### config.mk
export PLATFORM = sky130hd
export DESIGN_NAME = irq_dispatcher
export DESIGN_NICKNAME = d
export VERILOG_FILES = /design/src/rtl/irq_pkg.sv /design/src/rtl/irq_edge_detect.sv /design/src/rtl/irq_dispatcher.sv
export SDC_FILE = /design/constraint.sdc
export NUM_CORES = 1
export LEC_CHECK = 0
export BUFFER_PORTS_ARGS = -buffer_cell sky130_fd_sc_hd__buf_2
export CAP_MARGIN = 20
export CORE_UTILIZATION = 25
export DETAILED_ROUTE_END_ITERATION = 16
export PLACE_DENSITY = 0.53
export REMOVE_ABC_BUFFERS = 1
export SETUP_SLACK_MARGIN = 0.5
export SYNTH_ARGS = -nofsm -noshare
export SYNTH_HDL_FRONTEND = slang
export SYNTH_SLANG_ARGS = --single-unit
### constraint.sdc
create_clock -name clk -period 2.2 [get_ports clk]
set_input_delay 0.22 -clock clk [delete_from_list [all_inputs] [get_ports clk]]
set_output_delay 0.22 -clock clk [all_outputs]
set_load 0.005 [all_outputs]
### src/rtl/irq_pkg.sv
// Shared constants, FSM state type and the priority helper for the interrupt dispatcher.
package irq_pkg;

  localparam int NUM_SRC = 4;
  localparam int ID_W    = 2;
  localparam int LOST_W  = 8;

  typedef enum logic [1:0] {
    IDLE    = 2'd0,
    REQ     = 2'd1,
    SERVICE = 2'd2
  } state_e;

  // Index 0 is the highest priority, so the lowest set bit wins.
  function automatic logic [ID_W-1:0] lowest_index(input logic [NUM_SRC-1:0] vec);
    logic [ID_W-1:0] idx;
    idx = '0;
    for (int i = NUM_SRC - 1; i >= 0; i--) begin
      if (vec[i]) idx = ID_W'(i);
    end
    return idx;
  endfunction

endpackage

### src/rtl/irq_edge_detect.sv
// Rising-edge detector: rise is high when d is high now and was low at the previous edge.
module irq_edge_detect (
  input  logic clk,
  input  logic rst,
  input  logic d,
  output logic rise
);

  logic hist_q;

  // History clears on reset so a level held across reset release reads as a new edge.
  always_ff @(posedge clk) begin
    if (rst) begin
      hist_q <= 1'b0;
    end else begin
      hist_q <= d;
    end
  end

  assign rise = d & ~hist_q;

endmodule

### src/rtl/irq_dispatcher.sv
// Latches interrupt events as pending bits and hands them to the CPU one at a time,
// lowest enabled index first, through a REQ/ack and SERVICE/done handshake.
module irq_dispatcher
  import irq_pkg::*;
(
  input  logic                 clk,
  input  logic                 rst,
  input  logic                 irq_valid,
  input  logic [ID_W-1:0]      irq_id,
  input  logic [NUM_SRC-1:0]   irq_mask,
  output logic                 cpu_intr,
  output logic [ID_W-1:0]      cpu_vector,
  input  logic                 cpu_ack,
  input  logic                 cpu_done,
  output logic [NUM_SRC-1:0]   src_clear,
  output logic [NUM_SRC-1:0]   pending,
  output logic                 busy,
  output logic [LOST_W-1:0]    lost_cnt
);

  state_e               state_q, state_d;
  logic [NUM_SRC-1:0]   pending_q, pending_d;
  logic [NUM_SRC-1:0]   src_clear_q, src_clear_d;
  logic [ID_W-1:0]      vector_q, vector_d;
  logic [LOST_W-1:0]    lost_q, lost_d;

  logic                 event_w;
  logic                 ack_take;
  logic                 lost_inc;
  logic [NUM_SRC-1:0]   set_vec;
  logic [NUM_SRC-1:0]   clr_vec;
  logic [NUM_SRC-1:0]   enabled;

  irq_edge_detect u_edge (
    .clk  (clk),
    .rst  (rst),
    .d    (irq_valid),
    .rise (event_w)
  );

  assign ack_take = (state_q == REQ) && cpu_ack;
  assign enabled  = pending_q & irq_mask;

  // A set on the same edge as a clear of that bit wins.
  for (genvar gi = 0; gi < NUM_SRC; gi++) begin : g_src
    assign set_vec[gi]   = event_w && (irq_id == ID_W'(gi));
    assign clr_vec[gi]   = ack_take && (vector_q == ID_W'(gi));
    assign pending_d[gi] = set_vec[gi] | (pending_q[gi] & ~clr_vec[gi]);
  end

  // A colliding set/clear is not a lost request: the bit was about to be freed.
  assign lost_inc = event_w && pending_q[irq_id] && !clr_vec[irq_id];

  always_comb begin
    lost_d = lost_q;
    if (lost_inc && (lost_q != {LOST_W{1'b1}})) begin
      lost_d = lost_q + LOST_W'(1);
    end
  end

  always_comb begin
    state_d     = state_q;
    vector_d    = vector_q;
    src_clear_d = '0;
    unique case (state_q)
      IDLE: begin
        if (|enabled) begin
          state_d  = REQ;
          vector_d = lowest_index(enabled);
        end
      end
      REQ: begin
        if (cpu_ack) begin
          state_d     = SERVICE;
          src_clear_d = clr_vec;
        end
      end
      SERVICE: begin
        if (cpu_done) begin
          state_d = IDLE;
        end
      end
      default: begin
        state_d = IDLE;
      end
    endcase
  end

  always_ff @(posedge clk) begin
    if (rst) begin
      state_q     <= IDLE;
      pending_q   <= '0;
      src_clear_q <= '0;
      vector_q    <= '0;
      lost_q      <= '0;
    end else begin
      state_q     <= state_d;
      pending_q   <= pending_d;
      src_clear_q <= src_clear_d;
      vector_q    <= vector_d;
      lost_q      <= lost_d;
    end
  end

  assign cpu_intr   = (state_q == REQ);
  assign busy       = (state_q != IDLE);
  assign cpu_vector = vector_q;
  assign src_clear  = src_clear_q;
  assign pending    = pending_q;
  assign lost_cnt   = lost_q;

endmodule

==> metrics.md, run 1 <==
| Metric | Value |
|---|---|
| Post-synth ARST share | `0%` |
| Largest cells by area after synthesis | `dfxtp_1 41%, nor2_1 5.5%, a21oi_1 5.4%, mux2_2 4.4%, nand2_1 3.7%` |
| Fraction of layout cells with a size suffix above 1 | `41.2%` |
| Share of the synthesized area in the top cell type | `41.4%` |
| Setup Skew | `~0.0012 ns` |
| Fin crit share | `78.8%` |
| Seq/Total Area, Yosys | `41.4%` |
| Area Growth Syn to Fin | `32.5%` |
| Skew-Pair Late Insertion Delay | `0.26 ns` |
| CP Capture Type | `flop` |
| Post-route cell area | `roughly 1300 um2` |
| Worst path arrival time | `~1.9 ns` |
| RSZ-0062 raised after global routing | `yes` |
| Vias in the first global route | `around 910` |
| Worst-path clk slew | `0.08 ns` |
| DR top layer | `met4` |
| Met3 wire len | `102 um` |
| Global route overflow | `0` |
| Peak supply drop | `312 uV` |
| Leak | `0.000542 uW` |
| Sw Ratio | `about a quarter` |
| Synth Flop Type | `dfxtp_1` |
| Worst-Margin Slew | `0.435 ns` |
| Rows | `22` |
| Clock Power Share | `34.9%` |
| Total Power | `739 uW` |
| Largest net degree at the start of global routing | `25` |
| Fin. Hold Viols | `0` |
| Final Wtd Congestion | `0.790` |
| Nets | `between 150 and 200` |
| GRT Resource Usage Total | `12.3%` |
| Register share of total power | `54.3%` |
| Max Clk Rate | `577 MHz` |
| Worst slew margin | `71.0%` |
| Root Buffer | `clkbuf_8` |
| Clock sink count | `21` |
| Outcome | `completed` |
| Unique masters post-synth | `34` |
| Post-Route WL | `around 2.5 mm` |
| Num ports | `31` |
| Internal | `~550 uW` |
| Number of enable flip-flop cells after synthesis | `0` |
| Clock Tree Buf Depth | `2` |
| Avg Cell Area, Syn | `8.68 um2` |
| Remaining DRCs | `0` |
| Ant diodes | `0` |
| CP Class | `flop to flop` |
| Total number of vias | `985` |
| Psw | `187 uW` |
| Hold/Removal Path Class | `primary input to flop` |
| DR iter-0 viols | `31` |
| First-pass GRT wire length | `4.08 mm` |
| CTS tree | `done` |
| Die width | `65.8 um` |
| Worst EP required | `2.40 ns` |
| Leading area contributor after synthesis | `dfxtp_1` |
| Pins Over Slew Limit | `0` |
| Netlist Area Pre-Place | `1020 um2` |
| Crit path max fanout | `6` |
| Post-placement cell area | `1210 um2` |
| Type of origin of the critical path | `flop` |
| Via density | `about 4.9` |
| Met2 WL post-DR | `roughly 1.1 mm` |
| H-tree levels | `1` |
| Final setup vio count | `0` |
| Total CTS buffers | `3` |
| Die height | `65.8 um` |
| Post-layout min period | `1.73 ns` |
| Mapped Cells | `117` |
| WL per Instance | `12.5 um` |
| Core area | `3770 um2` |
| Hold-fix buffers, CTS | `0` |
| Max-Cap Viols | `0` |
| Seq cells post-synth | `21` |
| Yosys Warn Count | `0` |
| Final HPWL DP | `1.76 mm` |
| Post-Route M1 WL | `~1.2 mm` |
| Input/output buffers | `30` |
| Die area | `4320 um2` |
| Finished Core Util | `35.7%` |
| 1st-pass router iterations | `4` |
| Combinational power share | `10.7%` |
| Setup TNS | `0 ns` |
| Initial Utilization | `26.9%` |
| Power density over the cells | `549 nW/um2` |
| Initial antenna violation count | `0` |
| DRT antenna net count | `0` |
-- final timing paths --
check | from | endpoint | cells after the start | slack [ns]
worst max-delay path | u_edge.hist_q | lost_cnt[7] | 6 | 0.47
worst min-delay path | cpu_done | state_q[1] | 4 | 0.21
worst max register to register | u_edge.hist_q | lost_cnt[7] | 6 | 0.47
worst min register to register | state_q[1] | state_q[1] | 2 | 0.50
-- synth_stat cells (2+ instances only) --
cell and n:
dfxtp_1 21, nor2_1 15, a21oi_1 11, nand2_1 10, nor3_1 7, nor2b_1 5, mux2_2 4, nand2b_1 4
clkbuf_1 3, nand4b_1 3, o31ai_1 3, buf_6 2, inv_1 2, mux2i_1 2, nand3_1 2, nand3b_1 2
nand4_1 2, o21ai_0 2, or4_1 2
-- through the flow --
| step | std cells | setup WS (ns) | hold WS, ns |
|---|---|---|---|
| 2_1_floorplan | 112 | 0.365 | 0.289 |
| 3_3_place_gp | 192 | 0.452 | 0.476 |
| 3_5_place_dp | 192 | 0.359 | 0.486 |
| 4_1_cts | 199 | 0.479 | 0.199 |
| 5_1_grt | 201 | 0.412 | 0.212 |
| 6_report | 201 | 0.467 | 0.208 |
-- final cells by class --
| class | instances | area (um2) |
|---|---|---|
| Multi-Input combinational cell | 89 | 594 |
| Sequential cell | 21 | 432 |
| Tap cell | 48 | 60.1 |
| Timing Repair Buffer | 37 | 206 |
| Clock buffer | 3 | 41.3 |
| Fill cell | 397 | 2420 |
| Inverter | 2 | 7.51 |
| Clock inverter | 1 | 5.00 |
-- routing by layer --
metal | vias to the layer above | track usage, %
met5 | - | 0
met4 | 0 | 4.89
met3 | 4 | 2.95
met2 | 19 | 19.0
met1 | 467 | 16.2
li1 | 495 | -
-- worst max-delay path, cell delays in order, from the launching register on --
cell and delay, ns:
dfxtp_4 0.37, nor4b_4 0.31, o2bb2ai_2 0.15, o22ai_2 0.10, buf_6 0.14, or4_4 0.48, a21oi_2 0.13
-- flip-flops by register name (all words and copies together) (netlist names) --
register       cells
lost_cnt           8
pending            4
src_clear          4
cpu_vector         2
state_q            2
u_edge.hist_q      1
-- kinds of logic (layout without fill, tap and decap cells) --
family          Yosys count  after routing  share of synthesized area (%)
buf+inv                   7             43                           4.06
simple gates             57             57                           30.9
flops                    21             21                           41.4
mux                       6              6                           6.40
fa+ha+maj                 1              1                           1.23
compound gates           24             24                           15.1
xor+xnor                  1              1                          0.862
-- power by group through the flow --
stage / clock (uW) / combinational (uW) / sequential, uW
6_report: 258 / 79.3 / 401
2_1_floorplan: 0 / 35.8 / 408
3_5_place_dp: 0 / 73.0 / 410
4_1_cts: 268 / 75.5 / 402
3_3_place_gp: 0 / 72.0 / 410
5_1_grt: 283 / 87.5 / 403
-- repair_timing --
| action | in CTS | in global routing |
|---|---|---|
| pin swaps | 6 | 4 |
| resized for setup | 9 | 11 |
| setup buffers | 3 | 2 |
| endpoints found under the hold margin | 0 | 0 |
| endpoints found under the setup margin | 4 | 7 |
-- cells in the final DEF (no fill, tap or decap), drive strengths merged, types with 3 or more instances in the layout --
cell type	synthesis	routed
a21oi	11	11
buf	2	37
clkbuf	3	3
dfxtp	21	21
mux2	4	4
nand2	10	10
nand2b	4	4
nand4b	3	3
nor2	15	15
nor2b	5	5
nor3	7	7
o31ai	3	3
Note: power is estimated with default switching activity, not from simulation.
==> run 2, diff against run 1 <==
--- a/config.mk
+++ b/config.mk
@@ -9,7 +9,7 @@
 export CAP_MARGIN = 20
 export CORE_UTILIZATION = 25
 export DETAILED_ROUTE_END_ITERATION = 16
-export PLACE_DENSITY = 0.53
+export PLACE_DENSITY = 0.54
 export REMOVE_ABC_BUFFERS = 1
 export SETUP_SLACK_MARGIN = 0.5
 export SYNTH_ARGS = -nofsm -noshare
==> constraint.sdc (replaced) <==
create_clock -name clk -period 1.4 [get_ports clk]
set_input_delay 0.14 -clock clk [delete_from_list [all_inputs] [get_ports clk]]
set_output_delay 0.14 -clock clk [all_outputs]
set_load 0.005 [all_outputs]
==> run 2 against run 1 <==
  * The run now ends with negative setup slack left
  * Via count increased by 19%
  * Cell area increased by 47%
  * Clock skew increased by 0.0017 ns
  * Die area unchanged
  * Final cell count increased by 21%
  * Non-clock buffer count increased by 43
  * Critical endpoint unchanged
  * Largest power group unchanged
==> metrics.md, run 2 (synthesized netlist as in run 1, its figures left out) <==
| Metric | Value |
|---|---|
| Commonest cells after routing, fill and taps aside | `38 x buf_6, 24 x buf_4, 17 x buf_2, 13 x dfxtp_2, 9 x nand2_1` |
| Hold Crit Start | `cpu_done` |
| Final HPWL DP | `2.05 mm (+17%)` |
| DRT antenna net count | `0 (unchanged)` |
| GRT Resource Usage Total | `13.9% (+1.6 points)` |
| Fin. Hold Viols | `0 (unchanged)` |
| Max reg flops | `8 (unchanged)` |
| Root Buffer | `clkbuf_8` |
| CTS tree | `done` |
| Worst path arrival time | `1.91 ns (-0.02 ns)` |
| Nets | `209 (+26%)` |
| WL per Instance | `12.9 um (+3.2%)` |
| Sw Ratio | `25.8% (+0.50 points)` |
| Power density over the cells | `656 nW/um2 (+19%)` |
| Type of origin of the critical path | `flop` |
| Post-layout min period | `1.71 ns (-0.0184 ns)` |
| Die area | `4320 um2 (unchanged)` |
| Max Clk Rate | `583 MHz (+1.1%)` |
| Initial antenna violation count | `0 (unchanged)` |
| Total number of vias | `1177 (+19%)` |
| Hold/Removal Path Class | `primary input to flop` |
| Fraction of layout cells with a size suffix above 1 | `66.8% (+26 points)` |
| Clock Power Share | `31.4% (-3.5 points)` |
| Pins Over Slew Limit | `0 (unchanged)` |
| First-pass GRT wire length | `4.61 mm (+13%)` |
| Vias in the first global route | `1064 (+17%)` |
| Psw | `333 uW (+79%)` |
| Commonest non-fill, non-tap cell in the layout | `buf_6` |
| Via density | `4.82 (-1.6%)` |
| Post-placement cell area | `1440 um2 (+19%)` |
| Input/output buffers | `30 (unchanged)` |
| Global route overflow | `0 (unchanged)` |
| CP Class | `flop to flop` |
| Final worst slack | `-0.315 ns (-0.782 ns)` |
| Setup Skew | `0.00286 ns (+0.00170 ns)` |
| CP Capture Type | `flop` |
| Worst-Margin Slew | `0.286 ns (-0.149 ns)` |
| Clock Tree Buf Depth | `2 (unchanged)` |
| Remaining DRCs | `0 (unchanged)` |
| Outcome | `complete, but fails checks` |
| Rows | `22 (unchanged)` |
| Failing checks | `negative setup slack` |
| Num ports | `31 (unchanged)` |
| 1st-pass router iterations | `4 (unchanged)` |
| Largest net degree at the start of global routing | `18 (-28%)` |
| Peak supply drop | `490 uV (+57%)` |
| Worst-path clk slew | `0.08 ns (about the same)` |
| Worst EP required | `1.60 ns (-0.80 ns)` |
| Area Growth Syn to Fin | `94.2%` |
| DR iter-0 viols | `70 (+130%)` |
| Leak | `0.000819 uW (+51%)` |
| Dpl ws | `-0.428 ns (-0.787 ns)` |
| Worst slew margin | `80.9% (+9.9 points)` |
| Ant diodes | `0 (unchanged)` |
| Core area | `3770 um2 (unchanged)` |
| Max-Cap Viols | `0 (unchanged)` |
| Fillers | `347 (-13%)` |
| Area of the multi-input gates | `698 um2 (+17%)` |
| Final setup vio count | `9 (+9)` |
| Hold-fix buffers, CTS | `0 (unchanged)` |
| Register share of total power | `48.1% (-6.2 points)` |
| Initial Utilization | `26.9% (unchanged)` |
| RSZ-0062 raised after global routing | `yes` |
| Fin crit share | `122% (+44 points)` |
| Skew-Pair Late Insertion Delay | `0.26 ns (about the same)` |
| RR Startpoint | `u_edge.hist_q` |
| Post-Route WL | `3.14 mm (+25%)` |
| Crit path max fanout | `6 (unchanged)` |
| Clock sink count | `21 (unchanged)` |
| H-tree levels | `1 (unchanged)` |
| Total CTS buffers | `3 (unchanged)` |
| Post-route cell area | `1970 um2 (+47%)` |
| Storage element area | `448 um2 (+3.8%)` |
| Die width | `65.8 um (unchanged)` |
| Internal | `960 uW (+74%)` |
| Combinational power share | `20.5% (+9.8 points)` |
| Final Wtd Congestion | `0.841 (+6.5%)` |
| Die height | `65.8 um (unchanged)` |
| Setup crit start | `u_edge.hist_q` |
run 2: cell count changes in the layout (fill, tap and decap cells not counted), moves of 3 or more:
cell     previous run  this run
dfxtp_1            16         5
buf_2              30        17
nor2_1             13         8
buf_4               6        24
nor3_1              6         2
nor3_2              1         5
a21oi_1            10         7
dfxtp_2             3        13
buf_6               1        38
nor2_4              0         3
run 2: metrics by stage:
stage | std cells | hold slack (ns) | setup TNS [ns] | util [%] | power (uW)
detailed placement | 223 | 0.422 | -2.61 | 38.2 | 800
global placement | 223 | 0.413 | -1.86 | 38.2 | 796
global route | 244 | 0.126 | -2.87 | 52.3 | 1360
finish | 244 | 0.131 | -2.24 | 52.3 | 1290
floorplan | 112 | 0.209 | -2.56 | - | 698
CTS | 237 | 0.132 | -2.10 | 47.9 | 1280
run 2: critical path: stages, from the launching register on:
cell	delay, ns
dfxtp_4	0.36
nor4b_4	0.29
o2bb2ai_2	0.14
o22ai_2	0.10
buf_6	0.15
or4_1	0.49
a21oi_1	0.13
run 2: layout make-up:
cell class,count,share of cell area (%)
clock inverters,1,0.254
clock buffers,3,2.09
flip-flops and latches,21,22.7
well taps,48,3.04
repair buffers,80,36.1
multi-input cells,89,35.4
inverters,2,0.380
run 2: metal layers:
metal  vias to the layer above  part of all wire [%]  track usage, %
li1                        581                     -               -
met1                       553                    42            16.4
met2                        41                    52            24.5
met3                         2                   5.2            4.17
met4                         0                  0.38            2.45
met5                         -                     0               0
run 2: repair_timing:
| item | CTS | global route |
|---|---|---|
| setup endpoints to repair | 36 | 36 |
| pin swaps | 16 | 10 |
| resized for setup | 69 | 24 |
| gates cloned | 0 | 0 |
| setup buffers | 10 | 7 |
run 2: final timing paths:
kind,cells after the start,slack (ns),to
min reg2reg,1,0.48,src_clear[2]
min,4,0.13,state_q[1]
max,6,-0.31,lost_cnt[7]
max reg2reg,6,-0.31,lost_cnt[7]
run 2: power groups by stage:
stage               clock (uW)  combinational, uW  sequential (uW)
global route               453                285              625
floorplan                    0               56.2              641
CTS                        423                231              623
finish                     406                265              623
detailed placement           0                165              635
global placement             0                161              635
